$ cat src/rtl/sc_regdeserializer.sv
// Serial-to-parallel receiver for the register-load path. It assembles framed bits into a word
// and emits active-low load/clear strobes that are compatible with SC_RegGENERAL.
module sc_regdeserializer #(
  parameter int DATAWIDTH = 8,
  parameter bit MSB_FIRST = 1'b1
) (
  input  logic                           SC_REGDESERIALIZER_CLOCK_50,
  input  logic                           SC_REGDESERIALIZER_RESET_InHigh,
  input  logic                           SC_REGDESERIALIZER_frame_InLow,
  input  logic                           SC_REGDESERIALIZER_valid_InLow,
  input  logic                           SC_REGDESERIALIZER_serial_In,
  output logic [DATAWIDTH-1:0]           SC_REGDESERIALIZER_data_OutBUS,
  output logic                           SC_REGDESERIALIZER_load_OutLow,
  output logic                           SC_REGDESERIALIZER_clear_OutLow,
  output logic                           SC_REGDESERIALIZER_busy_Out,
  output logic [$clog2(DATAWIDTH+1)-1:0] SC_REGDESERIALIZER_count_OutBUS
);

  localparam int CW = $clog2(DATAWIDTH+1);

  typedef enum logic [1:0] {IDLE, SHIFT, ABORT} stateType;

  stateType             state;
  logic [DATAWIDTH-1:0] shiftReg;
  logic [CW-1:0]        count;
  logic [DATAWIDTH-1:0] shiftedWord;
  logic                 sampleBit;
  logic                 lastBit;

  // A frame close always wins over a simultaneous valid bit.
  always_comb begin
    sampleBit = (state != ABORT) && !SC_REGDESERIALIZER_frame_InLow
                && !SC_REGDESERIALIZER_valid_InLow;
    lastBit   = (count == CW'(DATAWIDTH-1));
    if (MSB_FIRST)
      shiftedWord = {shiftReg[DATAWIDTH-2:0], SC_REGDESERIALIZER_serial_In};
    else
      shiftedWord = {SC_REGDESERIALIZER_serial_In, shiftReg[DATAWIDTH-1:1]};
  end

  assign SC_REGDESERIALIZER_count_OutBUS = count;

  always_ff @(posedge SC_REGDESERIALIZER_CLOCK_50) begin
    if (SC_REGDESERIALIZER_RESET_InHigh) begin
      state                           <= IDLE;
      shiftReg                        <= '0;
      count                           <= '0;
      SC_REGDESERIALIZER_data_OutBUS  <= '0;
      SC_REGDESERIALIZER_load_OutLow  <= 1'b1;
      SC_REGDESERIALIZER_clear_OutLow <= 1'b1;
      SC_REGDESERIALIZER_busy_Out     <= 1'b0;
    end else begin
      SC_REGDESERIALIZER_load_OutLow  <= 1'b1;
      SC_REGDESERIALIZER_clear_OutLow <= 1'b1;
      case (state)
        IDLE: begin
          if (!SC_REGDESERIALIZER_frame_InLow) begin
            state                       <= SHIFT;
            SC_REGDESERIALIZER_busy_Out <= 1'b1;
          end
        end
        SHIFT: begin
          if (SC_REGDESERIALIZER_frame_InLow) begin
            shiftReg <= '0;
            count    <= '0;
            if (count == '0) begin
              state                       <= IDLE;
              SC_REGDESERIALIZER_busy_Out <= 1'b0;
            end else begin
              state                           <= ABORT;
              SC_REGDESERIALIZER_clear_OutLow <= 1'b0;
            end
          end
        end
        ABORT: begin
          state                       <= IDLE;
          SC_REGDESERIALIZER_busy_Out <= 1'b0;
        end
        default: begin
          state                       <= IDLE;
          SC_REGDESERIALIZER_busy_Out <= 1'b0;
        end
      endcase
      // The word completes on its last bit, so count wraps to zero and never reads DATAWIDTH.
      if (sampleBit) begin
        if (lastBit) begin
          SC_REGDESERIALIZER_data_OutBUS <= shiftedWord;
          SC_REGDESERIALIZER_load_OutLow <= 1'b0;
          shiftReg                       <= '0;
          count                          <= '0;
        end else begin
          shiftReg <= shiftedWord;
          count    <= count + CW'(1);
        end
      end
    end
  end

endmodule
$ cat config.mk
export PLATFORM = sky130hd
export DESIGN_NAME = sc_regdeserializer
export DESIGN_NICKNAME = d
export VERILOG_FILES = /design/src/rtl/sc_regdeserializer.sv
export SDC_FILE = /design/constraint.sdc
export NUM_CORES = 1
export LEC_CHECK = 0
export ABC_AREA = 1
export ABC_CLOCK_PERIOD_IN_PS = 2000
export CAP_MARGIN = 0
export CORE_MARGIN = 2
export CORE_UTILIZATION = 51
export CTS_BUF_LIST = sky130_fd_sc_hd__clkbuf_2
export CTS_CLUSTER_DIAMETER = 100
export CTS_CLUSTER_SIZE = 16
export DETAILED_ROUTE_END_ITERATION = 16
export HOLD_SLACK_MARGIN = 0.02
export PLACE_DENSITY = 0.9
export SLEW_MARGIN = 25
export SYNTH_ARGS = -nofsm -noshare
export SYNTH_HDL_FRONTEND = slang
export SYNTH_SLANG_ARGS = --single-unit
$ cat constraint.sdc
create_clock -name SC_REGDESERIALIZER_CLOCK_50 -period 2 [get_ports SC_REGDESERIALIZER_CLOCK_50]
set_clock_uncertainty 0.2 [all_clocks]
set_input_delay 0.4 -clock SC_REGDESERIALIZER_CLOCK_50 [delete_from_list [all_inputs] [get_ports SC_REGDESERIALIZER_CLOCK_50]]
set_output_delay 0.4 -clock SC_REGDESERIALIZER_CLOCK_50 [all_outputs]
set_load 0.01 [all_outputs]
==> results of run 1 <==
placed cells by master (no fill, tap or decap), types with 3 or more instances in the layout:
master	synthesis	final
nor2_1	25	25
inv_1	5	5
clkbuf_2	0	3
o21ai_1	9	9
nand2_1	21	21
dfxtp_1	24	21
nand3_1	5	5
dfxtp_2	0	3
clkdlybuf4s50_1	0	19
a21oi_1	9	9
stage by stage:
step	std cells	power [uW]	util	hold WS (ns)	setup slack, ns
global route	168	912	0.710	0.322	0.0161
global placement	164	567	0.682	0.261	0.0898
finish	168	877	0.710	0.293	0.100
detailed placement	164	569	0.682	0.264	0.000236
floorplan	120	539	-	0.239	0.526
CTS	168	879	0.708	0.290	0.0281
layout make-up:
type	instances	area (um2)	share of cell area
timing repair buffer	21	205	0.164
sequential	24	484	0.387
tap	25	31.3	0.0250
clock inverter	1	30.0	0.0240
clock buffer	3	15.0	0.0120
inverter	9	38.8	0.0310
multi-input combinational	85	448	0.358
where the power goes:
part / total, uW / leakage, uW / internal [uW] / switching (uW)
Sequential: 493 / 0.000196 / 487 / 6.19
Clock: 317 / 0.0000266 / 172 / 144
Combinational: 67.2 / 0.000290 / 28.5 / 38.7
routing by layer:
metal  share of wire  routed length (um)  vias to the layer above
met3           0.058                 113                        4
met2            0.51                 991                       31
met5               0                   0                        -
met1            0.43                 837                      391
met4          0.0097                  19                        0
li1                -                   -                      434
state kept, by name, summed over array words and instances, names as in the netlist:
signal / count
SC_REGDESERIALIZER_clear_OutLow: 1
shiftReg: 7
SC_REGDESERIALIZER_busy_Out: 1
state: 2
SC_REGDESERIALIZER_load_OutLow: 1
SC_REGDESERIALIZER_count_OutBUS: 4
SC_REGDESERIALIZER_data_OutBUS: 8
cell families (layout without fill, tap and decap cells):
kind of cell | Yosys count | after routing
compound gates | 20 | 20
fa+ha+maj | 2 | 2
buf+inv | 11 | 34
flops | 24 | 24
simple gates | 63 | 63
worst reg2reg max path, cell delays in order (launching register included):
cell	delay (ns)
dfxtp_2	0.42
ha_1	0.24
nand3_4	0.13
nor2_8	0.21
inv_4	0.08
nor2_1	0.13
nor2_1	0.07
path summary, 6_finish.rpt:
path	to	slack [ns]	depth (start not counted)
worst min register to register	shiftReg[4]	0.29	2
worst max register to register	SC_REGDESERIALIZER_data_OutBUS[6]	0.45	6
worst min-delay path	shiftReg[4]	0.29	2
worst max-delay path	SC_REGDESERIALIZER_count_OutBUS[0]	0.1	1
==> impl_metrics.env, run 1 <==
export IMPL_cts_inserted_buffers=3
export IMPL_synth_mux_area_frac=0
export IMPL_netlist_top_cells_area="dfxtp_1, nor2_1, nand2_1"
export IMPL_use_met2=0.339
export IMPL_core_mm2=0.00176
export IMPL_dp_hpwl_mm=1.48
export IMPL_rsz0062_at_grt="no"
export IMPL_synthAdderAreaFrac=0.0257
export IMPL_synth_area_leader_cell="dfxtp_1"
export IMPL_pin_count=20
export IMPL_critPathKind="flip-flop to output port"
export IMPL_slowest_stage="clkdlybuf4s50_1"
export IMPL_path_cells="clkdlybuf4s50_1"
export IMPL_die_y_um=47.7
export IMPL_top_usage_layer="met2"
export IMPL_maxSlewViolCount=0
export IMPL_cts_tree="done"
export IMPL_drt_iter0_markers=45
export IMPL_cts_root_buf="clkbuf_2"
export IMPL_drv_cap=0
export IMPL_hold_viol_final=0
export IMPL_cp_max_fo=6
export IMPL_htree_levels=1
export IMPL_ant_nets=0
export IMPL_io_buffers=19
export IMPL_worstSetupEndpointType="output port"
export IMPL_tns_ns=0
export IMPL_max_stage_delay_ns=0.54
export IMPL_post_route_min_period_ns=1.90
export IMPL_syn_area_um2=975
export IMPL_post_cts_resized=0
export IMPL_drcViolationCount=0
export IMPL_synth_seq_cells=24
export IMPL_use_met3=0.0340
export IMPL_clockBufferDepth=2
export IMPL_worst_path_buf_inv=1
export IMPL_synth_cells=120
export IMPL_fmax_mhz=526
export IMPL_ys_flop_type="dfxtp_1"
export IMPL_grtUsageMet1=0.241
export IMPL_syn_nets=127
export IMPL_r2r_start="SC_REGDESERIALIZER_count_OutBUS[0]"
export IMPL_die_width_um=47.7
export IMPL_grt_max_degree=15
export IMPL_grt_pass1_wl_mm=3.07
export IMPL_synthArstFlopShare=0
export IMPL_critPathLaunchType="flip-flop"
export IMPL_syn_to_final_growth_pct=28.5
export IMPL_status="finished clean"
export IMPL_clock_latency_ns=0.33
export IMPL_hold_class="flip-flop to flip-flop"
export IMPL_fill_cells=140
export IMPL_synth_simple_area_share=0.329
export IMPL_synth_compound_area_frac=0.105
export IMPL_diodes=0
export IMPL_yosys_top_cells_count="nor2_1, dfxtp_1, nand2_1"
export IMPL_worstPathArrival_ns=1.30
export IMPL_place_congestion=0.817
export IMPL_min_from="shiftReg[4]"
export IMPL_nNetsFinal=151
export IMPL_synth_top_family_by_area="simple AND/OR/NAND/NOR gates"
export IMPL_timing_slew_headroom=0.781
export IMPL_grt_ovfl_total=0
export IMPL_post_synth_top_count_cell="nor2_1"
export IMPL_cellLeakagePower_uw=0.000512
export IMPL_power_per_cell_area_mw_per_mm2=700
export IMPL_synthDistinctLibCells=24
export IMPL_rows=15
export IMPL_synth_edff_count=0
export IMPL_synth_seq_area_share=0.493
export IMPL_via_per_inst=5.12
export IMPL_finalSetupViolCount=0
export IMPL_grt_antenna_before_repair=0
export IMPL_num_vias=860
export IMPL_first_global_vias=743
export IMPL_wl_per_cell_um=11.7
export IMPL_dr_pass1_iters=4
export IMPL_yosysWarningCount=0
export IMPL_critPathLaunch="SC_REGDESERIALIZER_count_OutBUS[0]"
export IMPL_crit_required_ns=1.40
export IMPL_cts_hold_fix_buffers=0
export IMPL_min_period_over_period=0.950
export IMPL_path_clk_slew_ns=0.22
export IMPL_synth_top_cell_area_share=0.493
export IMPL_crit_family="buffers and inverters"
export IMPL_dpl_instance_area_mm2=0.00120
export IMPL_ir_worst_vdd_mv=0.519
export IMPL_synth_avg_cell_area_um2=8.12
export IMPL_die_area_mm2=0.00228
export IMPL_totalWireLength_mm=1.96
export IMPL_tightest_slew_ns=0.328
export IMPL_synth_xor_area_frac=0
export IMPL_grt_use_total=0.197
export IMPL_final_cell_area_mm2=0.00125
export IMPL_clock_sinks=24
export IMPL_post_cts_buffers=0
export IMPL_start_util=0.552
export IMPL_layout_drive_gt1_share=0.154
Note: power is estimated with default switching activity, not from simulation.
==> inputs of run 2 (changes only) <==
--- a/config.mk
+++ b/config.mk
@@ -8,7 +8,6 @@
 export ABC_AREA = 1
 export ABC_CLOCK_PERIOD_IN_PS = 2000
 export CAP_MARGIN = 0
-export CORE_MARGIN = 2
 export CORE_UTILIZATION = 51
 export CTS_BUF_LIST = sky130_fd_sc_hd__clkbuf_2
 export CTS_CLUSTER_DIAMETER = 100
==> run 2 against run 1 <==
  * Flip-flop and latch count unchanged
  * Non-clock buffer count unchanged
  * Utilization unchanged
  * Total power decreased by 0.32%
  * Largest cell class unchanged
  * Maximum frequency decreased by 0.70%
  * Worst hold slack got worse by 0.0064 ns
  * Clock power about the same
  * First-iteration DRC count decreased by 18%
  * Largest power group unchanged
  * Critical path type unchanged
  * Sequential power about the same
  * Worst setup slack got worse by 0.013 ns
==> impl_metrics.env, run 2 (synthesis gave the netlist of run 1 again) <==
export IMPL_ant_nets=0
export IMPL_grt_ovfl_total=0
export IMPL_p_total_uw=874
export IMPL_start_util=0.552
export IMPL_internal_power_uw=687
export IMPL_setup_slack_ns=0.0866
export IMPL_r2r_setup_slack_ns=0.47
export IMPL_fmax_mhz=523
export IMPL_cp_max_fo=6
export IMPL_layout_common_cells="nor2_1, dfxtp_1, nand2_1, clkdlybuf4s50_1"
export IMPL_cts_root_buf="clkbuf_2"
export IMPL_worstPathArrival_ns=1.31
export IMPL_drv_cap=0
export IMPL_max_stage_delay_ns=0.55
export IMPL_grt_pass1_wl_mm=3.25
export IMPL_clockBufferDepth=2
export IMPL_post_route_min_period_ns=1.91
export IMPL_slowest_stage="clkdlybuf4s50_1"
export IMPL_tns_ns=0
export IMPL_via_per_inst=5.06
export IMPL_die_y_um=45.7
export IMPL_crit_family="buffers and inverters"
export IMPL_die_area_mm2=0.00209
export IMPL_rsz0062_at_grt="no"
export IMPL_finalSetupViolCount=0
export IMPL_final_util=0.710
export IMPL_min_period_over_period=0.957
export IMPL_place_congestion=0.774
export IMPL_hold_class="flip-flop to flip-flop"
export IMPL_htree_levels=1
export IMPL_p_sw_uw=186
export IMPL_critPathLaunchType="flip-flop"
export IMPL_timing_slew_headroom=0.770
export IMPL_crit_required_ns=1.40
export IMPL_layout_drive_gt1_share=0.154
export IMPL_grt_use_total=0.220
export IMPL_critPathKind="flip-flop to output port"
export IMPL_dp_hpwl_mm=1.51
export IMPL_diodes=0
export IMPL_power_per_cell_area_mw_per_mm2=698
export IMPL_first_global_vias=755
export IMPL_fill_cells=150
export IMPL_path_cells="clkdlybuf4s50_1"
export IMPL_cts_inserted_buffers=3
export IMPL_largest_register_ffs=8
export IMPL_dr_pass1_iters=4
export IMPL_largest_register="SC_REGDESERIALIZER_data_OutBUS"
export IMPL_totalWireLength_mm=2.06
export IMPL_clock_latency_ns=0.34
export IMPL_cts_hold_fix_buffers=0
export IMPL_path_clk_slew_ns=0.22
export IMPL_hold_viol_final=0
export IMPL_pin_count=20
export IMPL_clock_sinks=24
export IMPL_grt_antenna_before_repair=0
export IMPL_power_frac_clock=0.359
export IMPL_drcViolationCount=0
export IMPL_cts_tree="done"
export IMPL_pwr_share_comb=0.077
export IMPL_rows=15
export IMPL_final_common_cell="nor2_1"
export IMPL_core_mm2=0.00176
export IMPL_maxSlewViolCount=0
export IMPL_syn_to_final_growth_pct=28.5
export IMPL_grt_max_degree=15
export IMPL_wl_per_cell_um=12.3
export IMPL_num_vias=850
export IMPL_worstSetupEndpointType="output port"
export IMPL_status="finished clean"
export IMPL_p_sw_frac=0.213
export IMPL_ir_worst_vdd_mv=0.512
export IMPL_io_buffers=19
export IMPL_tightest_slew_ns=0.345
export IMPL_drt_iter0_markers=37
export IMPL_place_ws_ns=0.0635
export IMPL_final_hold_worst_slack_ns=0.287
export IMPL_cellLeakagePower_uw=0.000512
export IMPL_die_width_um=45.7
export IMPL_worst_path_buf_inv=1
export IMPL_nNetsFinal=151
export IMPL_pwr_share_seq=0.564
run 2: cell counts in the layout (fill, tap and decap cells not counted):
No cell type changed its count.
run 2: timing repair:
action                                  in CTS  in global routing
resized for setup                            0                  3
endpoints found under the setup margin       0                  3
buffers inserted                             0                  0
endpoints found under the hold margin        0                  0
run 2: routing by layer:
| metal | share of wire | GRT usage |
|---|---|---|
| met1 | 0.43 | 0.272 |
| met2 | 0.52 | 0.386 |
| met3 | 0.055 | 0.0595 |
| met4 | 0 | 0.0412 |
| met5 | 0 | 0 |
run 2: cell type report:
class	instances	area [um2]	area share
flip-flops and latches	24	484	0.387
multi-input cells	85	448	0.358
repair buffers	21	205	0.164
inverters	9	38.8	0.0310
well taps	25	31.3	0.0250
clock inverters	1	30.0	0.0240
clock buffers	3	15.0	0.0120
run 2: through the flow:
| stage | cell area, um2 | std cells |
|---|---|---|
| after CTS | 1250 | 168 |
| after global routing | 1250 | 168 |
| final | 1250 | 168 |
| after detailed placement | 1200 | 164 |
| after floorplan | 975 | 120 |
| after global placement | 1200 | 164 |
run 2: final timing paths:
kind,startpoint,to,cells past startpoint
max,SC_REGDESERIALIZER_count_OutBUS[0],SC_REGDESERIALIZER_count_OutBUS[0],1
min,state[1],state[0],1
max reg2reg,SC_REGDESERIALIZER_count_OutBUS[0],shiftReg[0],6
min reg2reg,state[1],state[0],1
run 2: power groups by stage:
stage	registers, uW	clock network, uW	logic, uW
2_1_floorplan	503	0	36.6
3_3_place_gp	501	0	65.2
3_5_place_dp	502	0	67.7
4_1_cts	492	317	68.2
5_1_grt	494	336	74.9
6_report	493	314	67.6
==> inputs of run 3 (changes only) <==
--- a/config.mk
+++ b/config.mk
@@ -15,6 +15,7 @@
 export DETAILED_ROUTE_END_ITERATION = 16
 export HOLD_SLACK_MARGIN = 0.02
 export PLACE_DENSITY = 0.9
+export SETUP_SLACK_MARGIN = 0.3
 export SLEW_MARGIN = 25
 export SYNTH_ARGS = -nofsm -noshare
 export SYNTH_HDL_FRONTEND = slang
==> run 3 against run 2 <==
  * Die area stayed put
  * First-iteration DRC count fell by 5.4%
  * Highest routed layer is now met4
  * Critical path depth up 7
  * Wire length increased by 5.4%
  * Final area grew 5.0%
==> impl_metrics.env, run 3 (synthesis gave the netlist of run 1 again) <==
export IMPL_dpl_instance_area_mm2=0.00120
export IMPL_syn_to_final_growth_pct=34.9
export IMPL_ir_worst_vdd_mv=0.488
export IMPL_num_vias=887
export IMPL_slowest_stage="dfxtp_4"
export IMPL_drt_iter0_markers=35
export IMPL_internal_power_uw=689
export IMPL_cellLeakagePower_uw=0.000611
export IMPL_totalWireLength_mm=2.17
export IMPL_hold_class="flip-flop to flip-flop"
export IMPL_pwr_share_seq=0.556
export IMPL_post_route_min_period_ns=1.64
export IMPL_place_congestion=0.774
export IMPL_tightest_slew_ns=0.347
export IMPL_io_buffers=19
export IMPL_layout_common_cells="nor2_1, nand2_1, dlygate4sd2_1, dfxtp_1, dfxtp_2"
export IMPL_die_width_um=45.7
export IMPL_clock_latency_ns=0.35
export IMPL_dp_hpwl_mm=1.51
export IMPL_die_y_um=45.7
export IMPL_final_common_cell="nor2_1"
export IMPL_first_global_vias=789
export IMPL_final_util=0.745
export IMPL_grt_ovfl_total=0
export IMPL_power_per_cell_area_mw_per_mm2=669
export IMPL_ant_nets=0
export IMPL_maxSlewViolCount=0
export IMPL_max_stage_delay_ns=0.39
export IMPL_min_period_over_period=0.821
export IMPL_largest_register="SC_REGDESERIALIZER_data_OutBUS"
export IMPL_status="finished clean"
export IMPL_layout_drive_gt1_share=0.277
export IMPL_path_clk_slew_ns=0.22
export IMPL_grt_pass1_wl_mm=3.39
export IMPL_grt_antenna_before_repair=0
export IMPL_final_cell_area_mm2=0.00132
export IMPL_finalSetupViolCount=0
export IMPL_nNetsFinal=156
export IMPL_path_common_cell="buf_4"
export IMPL_clock_sinks=24
export IMPL_hold_viol_final=0
export IMPL_worstSetupEndpointType="flip-flop"
export IMPL_crit_required_ns=2.09
export IMPL_largest_register_ffs=8
export IMPL_pin_count=20
export IMPL_timing_slew_headroom=0.768
export IMPL_grt_use_total=0.232
export IMPL_drcViolationCount=0
export IMPL_worst_path_buf_inv=2
export IMPL_core_mm2=0.00176
export IMPL_dr_pass1_iters=4
export IMPL_p_sw_uw=191
export IMPL_rows=15
export IMPL_via_per_inst=5.13
export IMPL_path_cells="buf_4 -> buf_4 -> ha_4 -> nand2_2 -> nor2_2 -> nor2_4 -> nand2_1 -> a21oi_1"
export IMPL_r2r_setup_slack_ns=0.36
export IMPL_die_area_mm2=0.00209
export IMPL_cts_hold_fix_buffers=0
export IMPL_htree_levels=1
export IMPL_drv_cap=0
export IMPL_fill_cells=134
export IMPL_fmax_mhz=609
export IMPL_crit_family="simple AND/OR/NAND/NOR gates"
export IMPL_worstPathArrival_ns=1.73
export IMPL_cts_root_buf="clkbuf_2"
export IMPL_critPathLaunchType="flip-flop"
export IMPL_clockBufferDepth=2
export IMPL_diodes=0
export IMPL_tns_ns=0
export IMPL_cp_max_fo=8
export IMPL_rsz0062_at_grt="yes"
export IMPL_cts_tree="done"
export IMPL_pwr_share_comb=0.086
export IMPL_critPathKind="flip-flop to flip-flop"
export IMPL_grt_max_degree=15
export IMPL_power_frac_clock=0.358
export IMPL_cts_inserted_buffers=3
export IMPL_wl_per_cell_um=12.6
export IMPL_start_util=0.552
export IMPL_p_sw_frac=0.217
==> run 3: worst paths after layout <==
path | from | to | cells past startpoint
max | SC_REGDESERIALIZER_count_OutBUS[0] | shiftReg[5] | 8
min | shiftReg[6] | shiftReg[6] | 2
max reg2reg | SC_REGDESERIALIZER_count_OutBUS[0] | shiftReg[5] | 8
min reg2reg | shiftReg[6] | shiftReg[6] | 2
==> run 3: power by group through the flow <==
stage               Clock (uW)  Sequential (uW)  Combinational [uW]
finish                     315              489                75.9
CTS                        317              489                71.6
detailed placement           0              502                67.7
global placement             0              501                65.2
floorplan                    0              503                36.6
global route               337              490                83.2
==> run 3: layout make-up <==
type | count | area (um2) | share of cell area
well taps | 25 | 31.3 | 0.0238
flip-flops and latches | 24 | 500 | 0.381
repair buffers | 26 | 228 | 0.173
multi-input cells | 85 | 472 | 0.359
clock inverters | 1 | 30.0 | 0.0228
inverters | 9 | 38.8 | 0.0295
clock buffers | 3 | 15.0 | 0.0114
==> run 3: what timing repair did <==
| item | CTS | global route |
|---|---|---|
| buffers inserted | 4 | 1 |
| gates cloned | 0 | 0 |
| gates resized for setup | 28 | 7 |
| pin swaps | 0 | 4 |
| setup endpoints to repair | 15 | 10 |
==> run 3: metrics by stage <==
step	std cells	worst slack [ns]	hold slack, ns	power (uW)
finish	173	0.358	0.288	879
global route	173	0.294	0.303	911
CTS	172	0.129	0.292	877
detailed placement	164	0.0635	0.266	569
global placement	164	0.0890	0.262	567
floorplan	120	0.526	0.239	539
==> run 3: per-layer routing <==
metal	up-vias	track usage	wire length, um	part of all wire
li1	444	-	-	-
met5	-	0	0	0
met2	25	0.417	1150	0.53
met1	414	0.279	896	0.41
met3	4	0.0595	115	0.053
met4	0	0.0471	15	0.0069
==> run 3: worst min-delay path, delay by kind of cell, from the launching register on <==
kind	cells	cell delay, ns
DFF	1	0.36
and+or+nand+nor	1	0.06
AOI/OAI and AO/OA	1	0.05
==> patch 1 (flow settings as in run 1) <==
The parameter `DATAWIDTH` goes from 8 to 4.
--- a/src/rtl/sc_regdeserializer.sv
+++ b/src/rtl/sc_regdeserializer.sv
@@ -1,7 +1,7 @@
 // Serial-to-parallel receiver for the register-load path. It assembles framed bits into a word
 // and emits active-low load/clear strobes that are compatible with SC_RegGENERAL.
 module sc_regdeserializer #(
-  parameter int DATAWIDTH = 8,
+  parameter int DATAWIDTH = 4,
   parameter bit MSB_FIRST = 1'b1
 ) (
   input  logic                           SC_REGDESERIALIZER_CLOCK_50,
Interface: changed (resized SC_REGDESERIALIZER_count_OutBUS and SC_REGDESERIALIZER_data_OutBUS); port bits go from 20 to 15. The function was not compared with the original's and may differ.
==> patch 1 against run 1 <==
  * Synthesized area shrank 27%
  * Setup slack better by 0.056 ns
  * Total power is 41% lower
  * Critical path depth did not move
  * Wire length is 34% lower
  * Design area shrank 29%
  * Sequential cell count down 9
  * Fmax increased by 3.0%
  * Combinational power increased by 0.6%
  * Critical path type unchanged
  * Largest power group unchanged
==> patch 1: results (changes against run 1) <==
* Detailed placement HPWL at 1011 µm (-32%)
* CTS Root Cell: clkbuf_2
* Reg2reg path depth at 6 (unchanged)
* H-tree depth at 1 (unchanged)
* Hold_sp: SC_REGDESERIALIZER_busy_Out$_SDFFE_PP0P_
* Crit path DAT at 1.24 ns (-0.06 ns)
* List of most frequent post-synthesis cells: dfxtp_1 (15), a21oi_2 (9), nand3_1 (9)
* Mean post-synth cell area at 8.964 µm² (+10%)
* Clk_lat worst skew at 0.28 ns (-0.05 ns)
* Drt first-iter violations at 9 (-80%)
* IO buf count at 14 (-5)
* Worst hold endpoint: SC_REGDESERIALIZER_busy_Out$_SDFFE_PP0P_
* Number of clock buffers inserted by TritonCTS at 3 (unchanged)
* Worst slew pin tran at 0.3197 ns (-0.008647 ns)
* R2R Path End: SC_REGDESERIALIZER_data_OutBUS[1]$_SDFFE_PP0P_
* Outcome: finished, final reports clean
* Post-Route WL at 1292 µm (-34%)
* First-pass GRT wire length at 2152 µm (-30%)
* Clock share of power at 27.0% (-9.1 points)
* Critical Path Sink: SC_REGDESERIALIZER_count_OutBUS[1]
* Hold WC Path Type: reg2reg
* Leakage power at 0.0003304 µW (-36%)
* Vias in the first global route at 502 (-32%)
* Top post-synthesis cells by area: dfxtp_1 (42%), a21oi_2 (11%), nand3_2 (7.1%), nand3_1 (6.4%), inv_1 (3.7%)
* Vias per std cell at 5.150 (+0.61%)
* Combinational gate power at 67.6 µW (+0.6%)
* Post-synthesis sequential area ratio at 42.40% (-6.9 points)
* Synth unique cells at 20 (-17%)
* Largest net degree at the start of global routing at 10 (-5)
* Sw frac at 26.37% (+4.8 points)
* R2r setup slk at 0.50 ns (+0.05 ns)
* Layout cells sized above 1 at 30.61% (+15 points)
* Inst Count DP at 109 (-34%)
* Peak supply drop at 0.3215 mV (-38%)
* Max FFs per register at 4 (-4)
* Via count at 582 (-32%)
* Worst setup path startpoint: SC_REGDESERIALIZER_count_OutBUS[1]$_SDFFE_PP0P_
* CP max stage delay at 0.56 ns (+0.02 ns)
* GPL Wtd Cong at 0.8170 (about the same)
* Net Count, Synth at 86 (-32%)
* Total Routing Usage GR at 20.07% (+0.41 points)
* Max FO, Critical Path at 4 (-2)
* Clk slew on worst S/H paths at 0.14 ns (-0.08 ns)
[patch 1: cell count changes after synthesis, sizes merged]
cell | run 1 | this run
o211ai | 1 | 0
clkbuf | 1 | 0
nor2 | 29 | 8
nand2 | 24 | 11
nand3 | 6 | 14
inv | 9 | 10
o21ai | 10 | 4
a21oi | 9 | 11
and3 | 1 | 0
nand4 | 1 | 0
dfxtp | 24 | 15
buf | 1 | 2
[patch 1: worst register-to-register path: stages (launching register included)]
cell	delay (ns)
dfxtp_1	0.41
ha_1	0.23
nand2_4	0.10
inv_2	0.14
nand2_1	0.11
o21ai_0	0.16
nor2_1	0.06
[patch 1: per-stage QoR]
| stage | area (µm²) | hold WS [ns] | util, % | total power [µW] | setup WS [ns] |
|---|---|---|---|---|---|
| finish | 884.6 | 0.2762 | 67.98 | 517.5 | 0.1560 |
| global route | 884.6 | 0.3245 | 67.98 | 548.0 | 0.07719 |
| CTS | 884.6 | 0.2770 | 67.98 | 525.4 | 0.1450 |
| detailed placement | 864.6 | 0.2544 | 66.44 | 384.0 | 0.1475 |
| global placement | 864.6 | 0.2495 | 66.44 | 381.4 | 0.1644 |
| floorplan | 708.2 | 0.2607 | - | 359.2 | 0.5841 |
[patch 1: cell families after synthesis]
logic type	share of synthesized area (%)
flops	42.40
compound gates	15.37
buf+inv	9.188
fa+ha+maj	3.533
simple gates	29.51
[patch 1: cell type report]
class	instances	area, µm²
clock inverter	1	5.005
inverter	10	40.04
clock buffer	3	15.01
sequential	15	300.3
fill	116	416.7
tap	15	18.77
timing repair buffer	17	162.7
multi-input combinational	52	342.8
[patch 1: routing by layer]
metal | track usage (%) | vias up | share of wire, %
li1 | - | 298 | -
met5 | 0 | - | 0
met2 | 32.81 | 15 | 48
met4 | 9.677 | 0 | 1.7
met1 | 24.34 | 265 | 46
met3 | 4.891 | 4 | 4.3
==> patch 2 (flow settings as in run 1) <==
Made on the original files. The 3 states of `stateType` get a one-hot encoding in 3 bits.
--- a/src/rtl/sc_regdeserializer.sv
+++ b/src/rtl/sc_regdeserializer.sv
@@ -18,7 +18,7 @@
 
   localparam int CW = $clog2(DATAWIDTH+1);
 
-  typedef enum logic [1:0] {IDLE, SHIFT, ABORT} stateType;
+  typedef enum logic [2:0] {IDLE = 3'b001, SHIFT = 3'b010, ABORT = 3'b100} stateType;
 
   stateType             state;
   logic [DATAWIDTH-1:0] shiftReg;
Function: no difference found for any inputs over 10 cycles, from zero or initial values and one cycle with SC_REGDESERIALIZER_RESET_InHigh high; not proved beyond that.
==> patch 2 against run 1 <==
  * Global-route usage is 2.2 points lower
  * Combinational power is 8.8% higher
  * Synthesized area is 13% higher
  * Cell count is 20% higher
  * Count of clock-buffer cells in the layout is 1 higher
  * Design area is 7.6% higher
  * Wire length is 7.0% higher
  * Sequential cell count is 1 higher
  * Total power is 9.5% lower
  * Setup slack worse by 0.043 ns
  * Register-to-register slack better by 0.03 ns
==> patch 2: results (changes against run 1) <==
* Outcome: finished, final reports clean
* Largest net degree at the start of global routing at 17 (+2)
* Met3 wire length at 98 µm (-13%)
* Final net count at 182 (+21%)
* WL per Instance at 10.44 µm (-11%)
* Max_slew headroom at 83.16% (+5.1 points)
* Vias per std cell at 5.020 (-1.9%)
* Met2 wire len at 1020 µm (+2.9%)
* Post-synthesis sequential area ratio at 45.45% (-3.8 points)
* Tmin final at 1.943 ns (+0.04293 ns)
* List of most frequent post-synthesis cells: nand2_1 (34), dfxtp_1 (25), nor2_1 (22), inv_1 (20), nand3_1 (16)
* Number of fill cells at 171 (+22%)
* Switching power at 201.2 µW (+6.3%)
* R2R Path End: shiftReg[0]$_SDFFE_PP0P_
* First-pass GRT wire length at 3422 µm (+11%)
* Synth unique cells at 19 (-21%)
* Critical Path Sink: SC_REGDESERIALIZER_count_OutBUS[1]
* Layout cells sized above 1 at 12.07% (-3.3 points)
* Drt first-iter violations at 28 (-38%)
* Metal-1 WL at 957 µm (+14%)
* Peak supply drop at 0.3583 mV (-31%)
* Pre-CTS setup slack at 0.05951 ns (+0.05928 ns)
* Detailed placement HPWL at 1567 µm (+6.0%)
* Total Routing Usage GR at 17.49% (-2.2 points)
* R2r setup slk at 0.48 ns (+0.03 ns)
* Leakage power at 0.0006109 µW (+19%)
* Vias in the first global route at 838 (+13%)
==> patch 2: changes by cell type in the layout (fill, tap and decap cells not counted), sizes merged, moves of 2 or more <==
cell and change:
o21ai -6, nand3 +12, inv +11, a21oi +2
nor2 -5, nand2 +14, buf +3
==> patch 2: how the worst min path moves through the flow <==
stage | from | end | slack, ns | cells past startpoint
finish | shiftReg[4]$_SDFFE_PP0P_ | shiftReg[5]$_SDFFE_PP0P_ | 0.30 | 2
global route | shiftReg[4]$_SDFFE_PP0P_ | shiftReg[5]$_SDFFE_PP0P_ | 0.33 | 2
global placement | shiftReg[3]$_SDFFE_PP0P_ | shiftReg[4]$_SDFFE_PP0P_ | 0.27 | 2
detailed placement | shiftReg[4]$_SDFFE_PP0P_ | shiftReg[5]$_SDFFE_PP0P_ | 0.27 | 2
floorplan | shiftReg[0]$_SDFFE_PP0P_ | shiftReg[1]$_SDFFE_PP0P_ | 0.25 | 2
CTS | shiftReg[4]$_SDFFE_PP0P_ | shiftReg[5]$_SDFFE_PP0P_ | 0.29 | 2
==> patch 2: cell type report <==
class / instances / share of cell area (%)
inverters: 21 / 5.942
well taps: 27 / 2.507
clock buffers: 4 / 1.486
repair buffers: 24 / 16.90
multi-input cells: 100 / 35.75
flip-flops and latches: 25 / 37.42
==> patch 2: kinds of logic after synthesis <==
group / count (synthesis) / share of synthesized area [%]
DFF: 25 / 45.45
and+or+nand+nor: 83 / 34.66
adders and majority gates: 2 / 2.272
buffers and inverters: 26 / 10.79
AOI/OAI and AO/OA: 15 / 6.818
==> patch 2: layer usage <==
metal  global-route usage [%]  up-vias
met4                    8.559        0
met2                    29.61       29
met3                    1.786        2
li1                         -      516
met1                    22.16      462
met5                        0        -
==> patch 2: worst min-delay path: cells and delay by family (launching register included) <==
family	cells	cell delay (ns)
flops	1	0.37
simple gates	1	0.06
compound gates	1	0.05
==> patch 2: power by group through the flow <==
stage / Combinational, µW / Clock [µW] / Sequential (µW)
3_5_place_dp: 72.3 / 0 / 526
5_1_grt: 80.0 / 222 / 519
3_3_place_gp: 69.1 / 0 / 525
6_report: 73.1 / 204 / 517
2_1_floorplan: 42.0 / 0 / 526
4_1_cts: 72.9 / 208 / 516
==> patch 2: timing repair <==
item | CTS | global route
cloned | 0 | 0
setup endpoints to repair | 1 | 2
gates resized for setup | 1 | 2
==> patch 2: stage by stage <==
stage / hold WS (ns) / cell area, µm² / total power [µW] / util, % / std cells
after floorplan: 0.2531 / 1101 / 568.1 / - / 151
after global placement: 0.2700 / 1324 / 594.0 / 66.13 / 197
after detailed placement: 0.2678 / 1324 / 598.0 / 66.13 / 197
after CTS: 0.2937 / 1345 / 797.3 / 67.19 / 201
after global routing: 0.3285 / 1348 / 820.8 / 67.31 / 201
final: 0.2987 / 1348 / 793.4 / 67.31 / 201
